### config.mk
export PLATFORM = sky130hd
export DESIGN_NAME = ppsmon_flat
export DESIGN_NICKNAME = d
export VERILOG_FILES = /design/src/rtl/ppsmon_pkg.sv /design/src/rtl/ppsmon_if.sv /design/src/rtl/ppsmon_sync.sv /design/src/rtl/ppsmon.sv /design/src/flat_wrapper.sv
export SDC_FILE = /design/constraint.sdc
export NUM_CORES = 1
export LEC_CHECK = 0
export BUFFER_PORTS_ARGS = -buffer_cell sky130_fd_sc_hd__buf_2
export CAP_MARGIN = 20
export CORE_MARGIN = 2
export CORE_UTILIZATION = 60
export CTS_CLUSTER_DIAMETER = 80
export DETAILED_ROUTE_END_ITERATION = 8
export PLACE_DENSITY_LB_ADDON = 0.2
export SYNTH_ARGS = -nofsm -noshare
export SYNTH_HDL_FRONTEND = slang
export SYNTH_SLANG_ARGS = --single-unit
### constraint.sdc
create_clock -name i_clk -period 6.7 [get_ports i_clk]
set_clock_uncertainty 0.2 [all_clocks]
set_input_delay 1.005 -clock i_clk [delete_from_list [all_inputs] [get_ports i_clk]]
set_output_delay 1.005 -clock i_clk [all_outputs]
set_load 0.005 [all_outputs]
### src/rtl/ppsmon_pkg.sv
// Shared definitions for the PPS monitor: register map, status and control bit positions,
// and the lock-tolerance helper.
package ppsmon_pkg;

    typedef enum logic [2:0] {
        ADDR_STATUS  = 3'd0,
        ADDR_TIMEOUT = 3'd1,
        ADDR_PERIOD  = 3'd2,
        ADDR_STAMP   = 3'd3,
        ADDR_MIN     = 3'd4,
        ADDR_MAX     = 3'd5,
        ADDR_TOL     = 3'd6,
        ADDR_NOW     = 3'd7
    } reg_addr_e;

    localparam int unsigned ST_VALID    = 0;
    localparam int unsigned ST_TIMEOUT  = 1;
    localparam int unsigned ST_LOCKED   = 2;

    localparam int unsigned CTL_CLRTO   = 1;
    localparam int unsigned CTL_CLRSTAT = 31;

    // |period - nominal| <= tol, in 33-bit signed arithmetic so no operand can overflow.
    function automatic logic within_tol(input logic [31:0] period, input logic [31:0] nominal,
                                        input logic [31:0] tol);
        logic signed [32:0] diff;
        logic        [32:0] mag;
        diff = $signed({1'b0, period}) - $signed({1'b0, nominal});
        mag  = diff[32] ? 33'(-diff) : 33'(diff);
        return mag <= {1'b0, tol};
    endfunction

endpackage

### src/rtl/ppsmon_if.sv
// Wishbone-style register bus between a host and the PPS monitor.
interface ppsmon_if;

    logic        wb_cyc_stb;
    logic        wb_we;
    logic [2:0]  wb_addr;
    logic [31:0] wb_wdata;
    logic        wb_ack;
    logic        wb_stall;
    logic [31:0] wb_rdata;

    modport master (
        output wb_cyc_stb, wb_we, wb_addr, wb_wdata,
        input  wb_ack, wb_stall, wb_rdata
    );

    modport slave (
        input  wb_cyc_stb, wb_we, wb_addr, wb_wdata,
        output wb_ack, wb_stall, wb_rdata
    );

endinterface

### src/rtl/ppsmon_sync.sv
// Two-flop synchronizer for the asynchronous PPS input plus a delay flop for rising-edge detect.
module ppsmon_sync (
    input  logic i_clk,
    input  logic i_reset_n,
    input  logic i_pps,
    output logic o_edge
);

    logic s1_q, s2_q, s3_q;

    always_ff @(posedge i_clk) begin
        if (!i_reset_n) begin
            s1_q <= 1'b0;
            s2_q <= 1'b0;
            s3_q <= 1'b0;
        end else begin
            s1_q <= i_pps;
            s2_q <= s1_q;
            s3_q <= s2_q;
        end
    end

    assign o_edge = s2_q & ~s3_q;

endmodule

### src/rtl/ppsmon.sv
// PPS receiver and period monitor: timestamps, period, lock and missing-pulse detection.
// Optional min/max period tracking is built when PPSMON_MINMAX_EN is defined.
module ppsmon
    import ppsmon_pkg::*;
#(
    parameter int unsigned CLOCK_FREQUENCY_HZ = 81_250_000,
    parameter int unsigned DEFAULT_TIMEOUT    = 90_000_000,
    parameter int unsigned DEFAULT_TOL        = 1000
) (
    input  logic    i_clk,
    input  logic    i_reset_n,
    input  logic    i_pps,
    ppsmon_if.slave wb,
    output logic    o_tick,
    output logic    o_int,
    output logic    o_locked
);

    logic        pps_edge;
    logic [31:0] now_q, since_q, stamp_q, period_q, timeout_q, tol_q;
    logic [31:0] period_sh_q, stamp_sh_q, rdata_q, rd_mux, min_rd, max_rd, period_new, status;
    logic [15:0] ecount_q;
    logic        valid_q, locked_q, timeout_flag_q, armed_q, tick_q, int_q, ack_q;
    logic        wr, rd, rd_status, clr_stat, clr_to, have_period, timeout_hit;
    reg_addr_e   addr;

    ppsmon_sync u_sync (
        .i_clk    (i_clk),
        .i_reset_n(i_reset_n),
        .i_pps    (i_pps),
        .o_edge   (pps_edge)
    );

    assign addr        = reg_addr_e'(wb.wb_addr);
    assign wr          = wb.wb_cyc_stb & wb.wb_we;
    assign rd          = wb.wb_cyc_stb & ~wb.wb_we;
    assign rd_status   = rd && (addr == ADDR_STATUS);
    assign clr_stat    = wr && (addr == ADDR_STATUS) && wb.wb_wdata[CTL_CLRSTAT];
    assign clr_to      = wr && (addr == ADDR_STATUS) && wb.wb_wdata[CTL_CLRTO];
    assign period_new  = since_q + 32'd1;
    // A stats clear on the edge cycle makes this the first edge, so it yields no period.
    assign have_period = pps_edge && (ecount_q != 16'd0) && !clr_stat;
    // armed_q limits the interrupt to one per gap even if the timeout register is rewritten.
    assign timeout_hit = armed_q && (timeout_q != 32'd0) && (since_q == timeout_q - 32'd1)
                         && !pps_edge;

    always_ff @(posedge i_clk) begin
        if (!i_reset_n) begin
            now_q          <= '0;
            since_q        <= '0;
            stamp_q        <= '0;
            period_q       <= '0;
            ecount_q       <= '0;
            valid_q        <= 1'b0;
            locked_q       <= 1'b0;
            timeout_flag_q <= 1'b0;
            armed_q        <= 1'b1;
            tick_q         <= 1'b0;
            int_q          <= 1'b0;
            timeout_q      <= DEFAULT_TIMEOUT;
            tol_q          <= DEFAULT_TOL;
            ack_q          <= 1'b0;
            rdata_q        <= '0;
            period_sh_q    <= '0;
            stamp_sh_q     <= '0;
        end else begin
            now_q  <= now_q + 32'd1;
            tick_q <= pps_edge;
            int_q  <= timeout_hit;

            if (pps_edge) begin
                since_q <= '0;
            end else if (since_q != '1) begin
                since_q <= since_q + 32'd1;
            end

            if (pps_edge) begin
                armed_q <= 1'b1;
            end else if (timeout_hit) begin
                armed_q <= 1'b0;
            end

            if (timeout_hit) begin
                timeout_flag_q <= 1'b1;
            end else if (clr_to) begin
                timeout_flag_q <= 1'b0;
            end

            if (clr_stat) begin
                period_q <= '0;
                stamp_q  <= '0;
                ecount_q <= '0;
                valid_q  <= 1'b0;
                locked_q <= 1'b0;
            end
            if (pps_edge) begin
                stamp_q  <= now_q;
                ecount_q <= clr_stat ? 16'd1 : ecount_q + 16'd1;
            end
            if (have_period) begin
                period_q <= period_new;
                valid_q  <= 1'b1;
                locked_q <= within_tol(period_new, CLOCK_FREQUENCY_HZ, tol_q);
            end
            if (timeout_hit) begin
                locked_q <= 1'b0;
            end

            if (wr && (addr == ADDR_TIMEOUT)) timeout_q <= wb.wb_wdata;
            if (wr && (addr == ADDR_TOL))     tol_q     <= wb.wb_wdata;

            ack_q <= wb.wb_cyc_stb;
            if (rd) rdata_q <= rd_mux;
            if (rd_status) begin
                period_sh_q <= period_q;
                stamp_sh_q  <= stamp_q;
            end
        end
    end

`ifdef PPSMON_MINMAX_EN
    logic [31:0] min_q, max_q, min_sh_q, max_sh_q;

    always_ff @(posedge i_clk) begin
        if (!i_reset_n) begin
            min_q    <= '1;
            max_q    <= '0;
            min_sh_q <= '0;
            max_sh_q <= '0;
        end else begin
            if (clr_stat) begin
                min_q <= '1;
                max_q <= '0;
            end else if (have_period) begin
                if (period_new < min_q) min_q <= period_new;
                if (period_new > max_q) max_q <= period_new;
            end
            if (rd_status) begin
                min_sh_q <= min_q;
                max_sh_q <= max_q;
            end
        end
    end

    assign min_rd = min_sh_q;
    assign max_rd = max_sh_q;
`else
    assign min_rd = '0;
    assign max_rd = '0;
`endif

    always_comb begin
        status              = '0;
        status[31:16]       = ecount_q;
        status[ST_LOCKED]   = locked_q;
        status[ST_TIMEOUT]  = timeout_flag_q;
        status[ST_VALID]    = valid_q;
    end

    always_comb begin
        rd_mux = '0;
        unique case (addr)
            ADDR_STATUS:  rd_mux = status;
            ADDR_TIMEOUT: rd_mux = timeout_q;
            ADDR_PERIOD:  rd_mux = period_sh_q;
            ADDR_STAMP:   rd_mux = stamp_sh_q;
            ADDR_MIN:     rd_mux = min_rd;
            ADDR_MAX:     rd_mux = max_rd;
            ADDR_TOL:     rd_mux = tol_q;
            ADDR_NOW:     rd_mux = now_q;
        endcase
    end

    assign wb.wb_ack   = ack_q;
    assign wb.wb_stall = 1'b0;
    assign wb.wb_rdata = rdata_q;
    assign o_tick      = tick_q;
    assign o_int       = int_q;
    assign o_locked    = locked_q;

endmodule

### src/flat_wrapper.sv
// flat-port wrapper written by rule: the top's interface ports become plain ports
module ppsmon_flat import ppsmon_pkg::*;
#(
    parameter int unsigned CLOCK_FREQUENCY_HZ = 81_250_000,
    parameter int unsigned DEFAULT_TIMEOUT    = 90_000_000,
    parameter int unsigned DEFAULT_TOL        = 1000
)
  (i_clk, i_reset_n, i_pps, o_tick, o_int, o_locked, wb_wb_cyc_stb, wb_wb_we, wb_wb_addr, wb_wb_wdata, wb_wb_ack, wb_wb_stall, wb_wb_rdata);
  ppsmon_if wb_i ();
  input  logic i_clk;
  input  logic i_reset_n;
  input  logic i_pps;
  output logic o_tick;
  output logic o_int;
  output logic o_locked;
  input wire logic [$bits(wb_i.wb_cyc_stb)-1:0] wb_wb_cyc_stb;
  input wire logic [$bits(wb_i.wb_we)-1:0] wb_wb_we;
  input wire logic [$bits(wb_i.wb_addr)-1:0] wb_wb_addr;
  input wire logic [$bits(wb_i.wb_wdata)-1:0] wb_wb_wdata;
  output wire logic [$bits(wb_i.wb_ack)-1:0] wb_wb_ack;
  output wire logic [$bits(wb_i.wb_stall)-1:0] wb_wb_stall;
  output wire logic [$bits(wb_i.wb_rdata)-1:0] wb_wb_rdata;
  assign wb_i.wb_cyc_stb = wb_wb_cyc_stb;
  assign wb_i.wb_we = wb_wb_we;
  assign wb_i.wb_addr = wb_wb_addr;
  assign wb_i.wb_wdata = wb_wb_wdata;
  assign wb_wb_ack = wb_i.wb_ack;
  assign wb_wb_stall = wb_i.wb_stall;
  assign wb_wb_rdata = wb_i.wb_rdata;
  ppsmon #(.CLOCK_FREQUENCY_HZ(CLOCK_FREQUENCY_HZ), .DEFAULT_TIMEOUT(DEFAULT_TIMEOUT), .DEFAULT_TOL(DEFAULT_TOL)) u_core (.i_clk(i_clk), .i_reset_n(i_reset_n), .i_pps(i_pps), .wb(wb_i), .o_tick(o_tick), .o_int(o_int), .o_locked(o_locked));
endmodule
# == Word level (Yosys, flattened, before mapping) ==
# Index checks and enable logic that the tools add are counted.
# word_totals
regBits,314
wordCells,77
out_inout_bits,37
input_bits,40
# op_classes
n_eq_ne,9
add_sub_neg,6
magnitude_cmp,1
n_reduce_logical,22
n_bitwise,6
muxes,13
# op_table
cell,n
$pmux W32 S7,1
$mux W32,3
$add A32 B1 Y32 const B,2
$mux W16,3
$le A33 B32 Y1,1
$mux W33,1
$neg A33 Y33,1
$sub A32 B27 Y33 const B,1
$eq A32 B32 Y1,1
$ne A32 B32 Y1 const B,1
$reduce_bool A32 Y1,1
$sub A32 B1 Y32 const B,1
$add A16 B1 Y16 const B,1
$reduce_bool A16 Y1,1
$eq A3 B3 Y1 const B,4
$logic_and A1 B1 Y1,11
$eq A3 B2 Y1 const B,2
$reduce_bool A2 Y1,3
$reduce_or A2 Y1,3
$mux W1,5
$and A1 B1 Y1,3
$eq A3 B1 Y1 const B,1
$logic_not A3 Y1,1
$not A1 Y1,3
$logic_not A1 Y1,2

# == Depth between registers and ports, before layout ==
# Gate-level depths: netlist (run 1).
# depth
depth_word,6
mapped_depth,26
mapped_depth_nobuf,23

# == Modules after synthesis ==
# A second synthesis (run 1) with hierarchy kept.
# hier_totals
cells_unflattened,2000
area_unflattened_um2,16886.2
# by_module_without_submodules
mod,seq_area_each_um2,cells_per_inst,area_per_inst_um2,n_inst
ppsmon,6226.0,1993,16793.6,1
ppsmon_sync,60.1,7,92.6,1

# == Worst setup path after synthesis (run 1) ==
# OpenSTA, ideal clock, no wires.
# synth_timing
path_type,reg-to-reg
start,reg u_core.since_q[0]
end,"reg u_core.locked_q, in the netlist u_core.o_locked"
t_required_ps,6440
arrival_time_ps,4821
path_stages_with_launch,25
path_slack_ps,1620
setup_ps,60
path_buffers,3
period_less_slack_ps,5080
path_cell_list,dfxtp_1 ha_1 nand3_1 buf_2 nor4_4 nand4_1 xor2_1 o2111ai_1 nor3b_1 nand2_1 buf_2 buf_4 nor2_1 xor2_1 ha_1 nor2b_1 o21a_1 o21a_1 o21ai_0 a21oi_1 o31a_1 o21ai_0 a21boi_0 o21ai_0 and3b_1
# synth_via
elab_chain_cells,6
elab_cells_between_ends,10
classes_between,add/sub (3); order compare (1); eq/ne (1); mux (2); reduce/logical (3)
# synth_rtl
item,line,rtl
from (decl),ppsmon.sv:20,"logic [31:0] now_q, since_q, stamp_q, period_q, timeout_q, tol_q;"
from (signal assigned),ppsmon.sv:74,since_q <= since_q + 32'd1;
$add A32 B1 Y32,ppsmon.sv:40,assign period_new = since_q + 32'd1;
$sub A32 B27 Y33,ppsmon_pkg.sv:28,"diff = $signed({1'b0, period}) - $signed({1'b0, nominal});"
$neg A33 Y33,ppsmon_pkg.sv:29,mag = diff[32] ? 33'(-diff) : 33'(diff);
$mux W33,ppsmon_pkg.sv:29,
$le A33 B32 Y1,ppsmon_pkg.sv:30,"return mag <= {1'b0, tol};"
$mux W1,ppsmon.sv:100,if (have_period) begin
to (signal assigned),ppsmon.sv:103,"locked_q <= within_tol(period_new, CLOCK_FREQUENCY_HZ, tol_q);"
to (decl),ppsmon.sv:23,"logic valid_q, locked_q, timeout_flag_q, armed_q, tick_q, int_q, ack_q;"
# Several ways; a longest one is shown, not always the timed one.
# A chain may end at the register's enable or synchronous reset.

# == Final worst setup path (run 1) ==
# Same ends and word-level chain as after synthesis.

==> metrics, run 1 <==
height of the die=172 um; library cells used by synthesis=88; pin slew with the least headroom to its limit=between 1 and 1.5 ns; Yosys top cell area share=37.3%; count of routing violations after the opening detailed-route iteration=1658; run status=finished clean; Syn-to-layout area delta=10.0%; number of fillers in the final layout=~2300; effective utilization at floorplan=60.8%; number of detailed-route iterations in the first pass=6; remaining routing DRC violations=0; Max Fclk=0.157 GHz; endpoint of the most critical register-to-register path=u_core.o_locked$_SDFFE_PP0P_; relative slew slack=29.7%; share of synthesized area occupied by flip-flops and latches=37.3%; post-route setup TNS=0 ns; combined area of all synthesized cells=0.0168 mm2; kind of end point of the critical path=register; placement row count=between 60 and 70; worst hold path class=reg -> reg; # clock sinks=314; Critical Setup Path Class=reg -> reg; flip-flop and latch count after synthesis=314; number of clock buffers inserted by TritonCTS=36; number of failing setup endpoints in the final timing report=0; EDFF count, synth=0; I/O pin count=77; most area-consuming cells after synthesis=sky130_fd_sc_hd__dfxtp_1 37%, sky130_fd_sc_hd__nand2_1 8.2%, sky130_fd_sc_hd__a21boi_0 6.0%; Core Region=approximately 0.028 mm2; minimum clock period=6.37 ns; setup slack, reg-to-reg=approximately 0.33 ns; TritonCTS clock tree=done; part of the cycle the worst path needs=95.0%; Worst EP arrival=approximately 6.6 ns; die span in x=172 um; gp weighted congestion=1.02; worst skew pair latency=0.52 ns; P per Cell Area=220 mW/mm2; maximum count of clock buffers along a single path=3; wire length of the first global-routing pass=76400 um; post-synth net total=2122; Max FO, Critical Path=16; Hold Fails Final Rpt=0; detailed-route vias per instance=slightly above 6; R2R depth=22; routed wire length=49300 um; number of antenna violations at the first check in global routing=0; count of final max-slew check failures=0; final antenna-violating net count=0; critical path startpoint category=register; Max-Cap Viols=0; share of flip-flops with an asynchronous set or reset=0%; RSZ-0062 raised after global routing=false; fraction of layout cells with a size suffix above 1=a little over a tenth; Peak supply drop=178 uV; number of input and output port buffers inserted=75; Total Routing Usage GR=about a third; cell type contributing the most total cell area after synthesis=sky130_fd_sc_hd__dfxtp_1; via count of the first global-routing pass=13800; Hold Crit Endpoint=u_core.u_sync.s2_q$_SDFF_PN0_; data required time at the worst endpoint=6.96 ns; Top FF cell, synth=sky130_fd_sc_hd__dfxtp_1; average wire per cell in the routed design=20.3 um; startpoint of the lowest-slack hold path=u_core.u_sync.s1_q$_SDFF_PN0_; number of H-tree levels=2; via count of the routed design=about 15000; Leak=6.71 nW; most frequently used cell type in the post-synthesis netlist=sky130_fd_sc_hd__nand2_1; reg2reg start=u_core.since_q[0]$_SDFFE_PP0P_; HPWL reported at the end of detailed placement=approximately 35000 um; Final nets=2112; Clock transition at path regs=0.06 ns; total global routing overflow=0; Hold Path Cell Cnt=1; area of the die=0.0294 mm2; mean area per synthesized cell=~8.3 um2; largest net degree at the start of global routing=116; Setup crit start=u_core.since_q[0]$_SDFFE_PP0P_; Root Buffer Master=sky130_fd_sc_hd__clkbuf_16; top cells by count, synth=367 x sky130_fd_sc_hd__nand2_1, 314 x sky130_fd_sc_hd__dfxtp_1, 145 x sky130_fd_sc_hd__nor2_1, 134 x sky130_fd_sc_hd__a21boi_0, 120 x sky130_fd_sc_hd__clkbuf_1; Yosys warning total=0; Hold Worst Slack=0.253 ns; instance count of the mapped netlist=2041; ant diodes=0
==> layout make-up <==
type                    count  area [um2]  share of cell area [%]
clock buffers              51        1010                    5.44
clock inverters            10         123                   0.662
inverters                  50         188                    1.01
multi-input cells        1528        9840                    53.1
flip-flops and latches    314        6290                    33.9
well taps                 378         473                    2.55
repair buffers            101         613                    3.31
==> cell families after synthesis <==
group	share of synthesized area [%]
and+or+nand+nor	22.5
AOI/OAI and AO/OA	20.4
DFF	37.3
buffers and inverters	4.69
xor gates and xnor gates	7.93
muxes	4.09
adders and majority gates	3.05
other	0.0223
==> how the worst max path moves through the flow <==
stage	to	cells after the start
CTS	u_core.o_locked$_SDFFE_PP0P_	22
global route	u_core.o_locked$_SDFFE_PP0P_	22
global placement	u_core.o_locked$_SDFFE_PP0P_	22
detailed placement	u_core.o_locked$_SDFFE_PP0P_	22
finish	u_core.o_locked$_SDFFE_PP0P_	22
floorplan	u_core.o_locked$_SDFFE_PP0P_	24
==> metrics by stage <==
| stage | utilization (%) | std cells | power (W) | setup slack, ns | area, um2 |
|---|---|---|---|---|---|
| 6_report | 66.9 | 2432 | 0.00407 | 0.332 | 18500 |
| 5_1_grt | 66.9 | 2432 | 0.00418 | 0.00667 | 18500 |
| 4_1_cts | 66.8 | 2431 | 0.00408 | 0.472 | 18500 |
| 3_5_place_dp | 62.7 | 2370 | 0.00220 | 0.506 | 17400 |
| 3_3_place_gp | 62.6 | 2369 | 0.00219 | 0.734 | 17300 |
| 2_1_floorplan | - | 2041 | 0.00211 | 1.62 | 16800 |
==> timing repair <==
item,4_1_cts,5_1_grt
endpoints found under the setup margin,0,1
hold buffers,0,0
buffers inserted,0,0
gates resized for setup,0,1
==> layer usage <==
| layer | wire length, um | track usage [%] | vias to the layer above | part of all wire, % |
|---|---|---|---|---|
| met1 | 21600 | 46.7 | 7244 | 44 |
| li1 | - | - | 7112 | - |
| met4 | 1730 | 12.1 | 0 | 3.5 |
| met2 | 21000 | 50.3 | 701 | 43 |
| met3 | 4880 | 6.74 | 115 | 9.9 |
| met5 | 0 | 0 | - | 0 |
==> placed cells by master (no fill, tap or decap), drive strengths merged, types with 9 or more instances in the layout <==
cell type / count
clkinv: 9
xnor2: 101
nand3: 44
a211oi: 40
xor2: 49
a21o: 15
a221oi: 18
o22ai: 9
clkbuf: 51
o211ai: 25
or4: 13
and3: 22
or3: 22
buf: 101
nor2: 145
nand2b: 12
a22o: 33
inv: 49
mux2: 19
ha: 41
nand2: 367
nor4: 13
mux2i: 16
mux4: 14
and2: 40
nand4: 34
nor3b: 21
a22oi: 18
nor2b: 14
o21ai: 72
dfxtp: 314
nor3: 26
a21oi: 69
a21boi: 135
==> where the power goes <==
group | switching [W] | internal, W
clock network | 0.000782 | 0.00113
logic | 0.000155 | 0.0000910
registers | 0.0000249 | 0.00189
total | 0.000962 | 0.00311
==> critical path: stages (launching register included) <==
cell and delay (ns):
sky130_fd_sc_hd__dfxtp_1 0.61, sky130_fd_sc_hd__ha_1 0.39, sky130_fd_sc_hd__nand3_1 0.11, sky130_fd_sc_hd__buf_4 0.21, sky130_fd_sc_hd__or4_1 0.67, sky130_fd_sc_hd__nor3_1 0.30, sky130_fd_sc_hd__xnor2_1 0.29, sky130_fd_sc_hd__o2111ai_1 0.25
sky130_fd_sc_hd__nor3b_1 0.47, sky130_fd_sc_hd__nand2_1 0.46, sky130_fd_sc_hd__a21oi_1 0.31, sky130_fd_sc_hd__xor2_1 0.17, sky130_fd_sc_hd__ha_1 0.27, sky130_fd_sc_hd__a21o_1 0.16, sky130_fd_sc_hd__a21o_1 0.18, sky130_fd_sc_hd__a21o_1 0.18
sky130_fd_sc_hd__a21o_1 0.18, sky130_fd_sc_hd__a21o_1 0.18, sky130_fd_sc_hd__a21o_1 0.17, sky130_fd_sc_hd__a21oi_1 0.16, sky130_fd_sc_hd__a21boi_0 0.10, sky130_fd_sc_hd__o21ai_0 0.13, sky130_fd_sc_hd__and3b_1 0.16
(Power assumes the default switching activity.)
==> run 2: changes to the inputs <==
ABC_AREA = 1   (was default)
==> metrics, run 2 <==
run status=finished clean (unchanged); combined area of all synthesized cells=0.0171 mm2 (was 0.0168 mm2); post-route total power=0.00408 W (was 0.00407 W); number of clock buffers inserted by TritonCTS=34 (was 36); P per Cell Area=216 mW/mm2 (was 220 mW/mm2); most frequently used cell type in the post-synthesis netlist=sky130_fd_sc_hd__nand2_1 (unchanged); via count of the first global-routing pass=17000 (was 13800); most area-consuming cells after synthesis=sky130_fd_sc_hd__dfxtp_1 37%, sky130_fd_sc_hd__nand2_1 11%, sky130_fd_sc_hd__nor2_1 7.3% (was sky130_fd_sc_hd__dfxtp_1 37%, sky130_fd_sc_hd__nand2_1 8.2%, sky130_fd_sc_hd__a21boi_0 6.0%); max incr delay on CP=0.58 ns (was 0.67 ns); count of final max-slew check failures=0 (unchanged); Syn-to-layout area delta=10.8% (was 10.0%); Max FO, Critical Path=20 (was 16); # clock sinks=314 (unchanged); Max Fclk=0.183 GHz (was 0.157 GHz); Root Buffer Master=sky130_fd_sc_hd__clkbuf_16 (unchanged); Worst EP arrival=5.69 ns (was 6.63 ns); Hold Fails Final Rpt=0 (unchanged); number of detailed-route iterations in the first pass=6 (unchanged); fraction of layout cells with a size suffix above 1=10.1% (was 10.6%); effective utilization at floorplan=61.2% (was 60.8%); Hold-fix buffers, CTS=0 (unchanged); cell seen most often among critical-path stages=sky130_fd_sc_hd__nand2_1 (was sky130_fd_sc_hd__a21o_1); flip-flop and latch count after synthesis=314 (unchanged); switching share of power=25.3% (was 23.6%); pin slew with the least headroom to its limit=1.17 ns (was 1.05 ns); die span in x=173 um (was 172 um); kind of end point of the critical path=register (unchanged); number of H-tree levels=2 (unchanged); height of the die=173 um (was 172 um); Combinational Power Share=6.1% (about the same); ant diodes=0 (unchanged); final setup margin=1.24 ns (was 0.332 ns); EDFF count, synth=0 (unchanged); relative slew slack=21.5% (was 29.7%); via count of the routed design=18100 (was 15200); routed wire length=62300 um (was 49300 um); maximum count of clock buffers along a single path=3 (unchanged); largest net degree at the start of global routing=136 (was 116); average wire per cell in the routed design=20.9 um (was 20.3 um); I/O pin count=77 (unchanged); placement row count=61 (unchanged); wire length of the first global-routing pass=95900 um (was 76400 um); share of synthesized area occupied by flip-flops and latches=36.8% (was 37.3%); Max-Cap Viols=0 (unchanged); CP max-delay cell=sky130_fd_sc_hd__dfxtp_1 (was sky130_fd_sc_hd__or4_1); Leak=8.17 nW (was 6.71 nW); post-route setup TNS=0 ns (unchanged); area of the die=0.0298 mm2 (was 0.0294 mm2); minimum clock period=5.46 ns (was 6.37 ns); power share of the sequential group=46.8% (was 47.1%); worst hold path class=reg -> reg (unchanged); final std cells w/o fill=2973 (was 2432); number of failing setup endpoints in the final timing report=0 (unchanged); Top FF cell, synth=sky130_fd_sc_hd__dfxtp_1 (unchanged); detailed-route vias per instance=6.10 (was 6.24); worst skew pair latency=0.53 ns (was 0.52 ns); share of flip-flops with an asynchronous set or reset=0% (unchanged); placed instance count=2911 (was 2370); Total Routing Usage GR=40.7% (was 33.2%); Critical Setup Path Class=reg -> reg (unchanged); post-place setup slack=1.39 ns (was 0.506 ns); net load switching power=0.00103 W (was 0.000962 W); number of input and output port buffers inserted=75 (unchanged); data required time at the worst endpoint=6.92 ns (was 6.96 ns); instance count of the mapped netlist=2532 (was 2041); top cells by count, synth=521 x sky130_fd_sc_hd__nand2_1, 333 x sky130_fd_sc_hd__nor2_1, 314 x sky130_fd_sc_hd__dfxtp_1, 271 x sky130_fd_sc_hd__inv_1, 227 x sky130_fd_sc_hd__o21ai_0 (was 367 x sky130_fd_sc_hd__nand2_1, 314 x sky130_fd_sc_hd__dfxtp_1, 145 x sky130_fd_sc_hd__nor2_1, 134 x sky130_fd_sc_hd__a21boi_0, 120 x sky130_fd_sc_hd__clkbuf_1); gp weighted congestion=1.04 (was 1.02); post-synth net total=2613 (was 2122); Clock transition at path regs=0.07 ns (was 0.06 ns); part of the cycle the worst path needs=81.5% (was 95.0%); number of antenna violations at the first check in global routing=0 (unchanged); library cells used by synthesis=55 (was 88); count of routing violations after the opening detailed-route iteration=2331 (was 1658); Final nets=2651 (was 2112); Hold Worst Slack=0.247 ns (was 0.253 ns); number of fillers in the final layout=2441 (was 2295); RSZ-0062 raised after global routing=false (unchanged); most common cell after layout, fill and taps aside=sky130_fd_sc_hd__nand2_1 (unchanged); final antenna-violating net count=0 (unchanged); Yosys warning total=0 (unchanged); HPWL reported at the end of detailed placement=46500 um (was 34900 um); leading cell types in the layout, fill and taps excluded=521 x sky130_fd_sc_hd__nand2_1, 328 x sky130_fd_sc_hd__nor2_1, 314 x sky130_fd_sc_hd__dfxtp_1, 271 x sky130_fd_sc_hd__inv_1, 227 x sky130_fd_sc_hd__o21ai_0 (was 366 x sky130_fd_sc_hd__nand2_1, 314 x sky130_fd_sc_hd__dfxtp_1, 143 x sky130_fd_sc_hd__nor2_1, 134 x sky130_fd_sc_hd__a21boi_0, 101 x sky130_fd_sc_hd__xnor2_1); mean area per synthesized cell=6.75 um2 (was 8.25 um2); remaining routing DRC violations=0 (unchanged); total of cells resized after clock tree synthesis=0 (unchanged); design internal power=0.00305 W (was 0.00311 W); Yosys top cell area share=36.8% (was 37.3%); Core Region=0.0279 mm2 (was 0.0277 mm2); post-CTS setup buffer count=0 (unchanged); cell type contributing the most total cell area after synthesis=sky130_fd_sc_hd__dfxtp_1 (unchanged); Peak supply drop=315 uV (was 178 uV); clock network fraction of total power=47.1% (was 46.9%); total global routing overflow=0 (unchanged); TritonCTS clock tree=done (unchanged); critical path startpoint category=register (unchanged)
==> run 2: cell count changes in the layout (fill, tap and decap cells not counted), sizes merged, moves of 85 or more <==
cell	delta
xnor2	-85
o21ai	+158
inv	+240
nand3	+106
nand2	+187
a21oi	+134
nor2	+219
a21boi	-135
==> run 2: critical path, delay by kind of cell, from the launching register on <==
family	cells	cell delay, ns
flops	1	0.58
buf+inv	5	0.55
compound gates	3	0.38
simple gates	19	2.39
fa+ha+maj	3	0.85
xor+xnor	1	0.38
==> run 2: path summary, 6_finish.rpt <==
kind / start / to / slack, ns / depth (start not counted)
hold reg to reg: u_core.u_sync.s1_q$_SDFF_PN0_ / u_core.u_sync.s2_q$_SDFF_PN0_ / 0.25 / 2
hold / removal: u_core.u_sync.s1_q$_SDFF_PN0_ / u_core.u_sync.s2_q$_SDFF_PN0_ / 0.25 / 2
setup reg to reg: u_core.since_q[0]$_SDFFE_PP0P_ / u_core.o_locked$_SDFFE_PP0P_ / 1.24 / 31
setup / recovery: u_core.since_q[0]$_SDFFE_PP0P_ / u_core.o_locked$_SDFFE_PP0P_ / 1.24 / 31
==> run 2: per-layer routing <==
layer / global-route usage [%] / up-vias / wire length [um]
met4: 26.9 / 0 / 4650
li1: - / 8349 / -
met2: 63.9 / 1174 / 27300
met5: 0 / - / 0
met3: 5.91 / 269 / 6730
met1: 52.5 / 8356 / 23600
==> run 2: logic make-up (layout without fill, tap and decap cells) <==
family / Yosys count / in the layout / synth area share (%)
buffers and inverters: 385 / 448 / 8.60
AO/OA/AOI/OAI: 522 / 522 / 16.9
flip-flops: 314 / 314 / 36.8
XOR/XNOR: 95 / 95 / 5.00
AND/OR/NAND/NOR: 1174 / 1174 / 29.7
other: 1 / 1 / 0.0219
adder cells (fa/ha/maj): 41 / 41 / 3.00
==> run 2: stage by stage <==
step / utilization [%] / instance area, um2
floorplan: - / 17100
global placement: 63.6 / 17800
detailed placement: 63.6 / 17800
CTS: 67.7 / 18900
global route: 67.8 / 18900
finish: 67.8 / 18900
==> run 2: power by group through the flow <==
| stage | registers (W) | logic (W) | clock network [W] |
|---|---|---|---|
| 2_1_floorplan | 0.00195 | 0.000147 | 0 |
| 3_3_place_gp | 0.00195 | 0.000229 | 0 |
| 3_5_place_dp | 0.00195 | 0.000234 | 0 |
| 4_1_cts | 0.00191 | 0.000237 | 0.00191 |
| 5_1_grt | 0.00191 | 0.000267 | 0.00199 |
| 6_report | 0.00191 | 0.000248 | 0.00192 |
==> run 2: cell type report <==
type | count | area (um2) | share of cell area (%)
flip-flops and latches | 314 | 6290 | 33.2
multi-input cells | 1833 | 9390 | 49.6
clock inverters | 18 | 198 | 1.04
clock buffers | 43 | 936 | 4.94
well taps | 378 | 473 | 2.50
inverters | 290 | 1090 | 5.76
repair buffers | 97 | 563 | 2.97
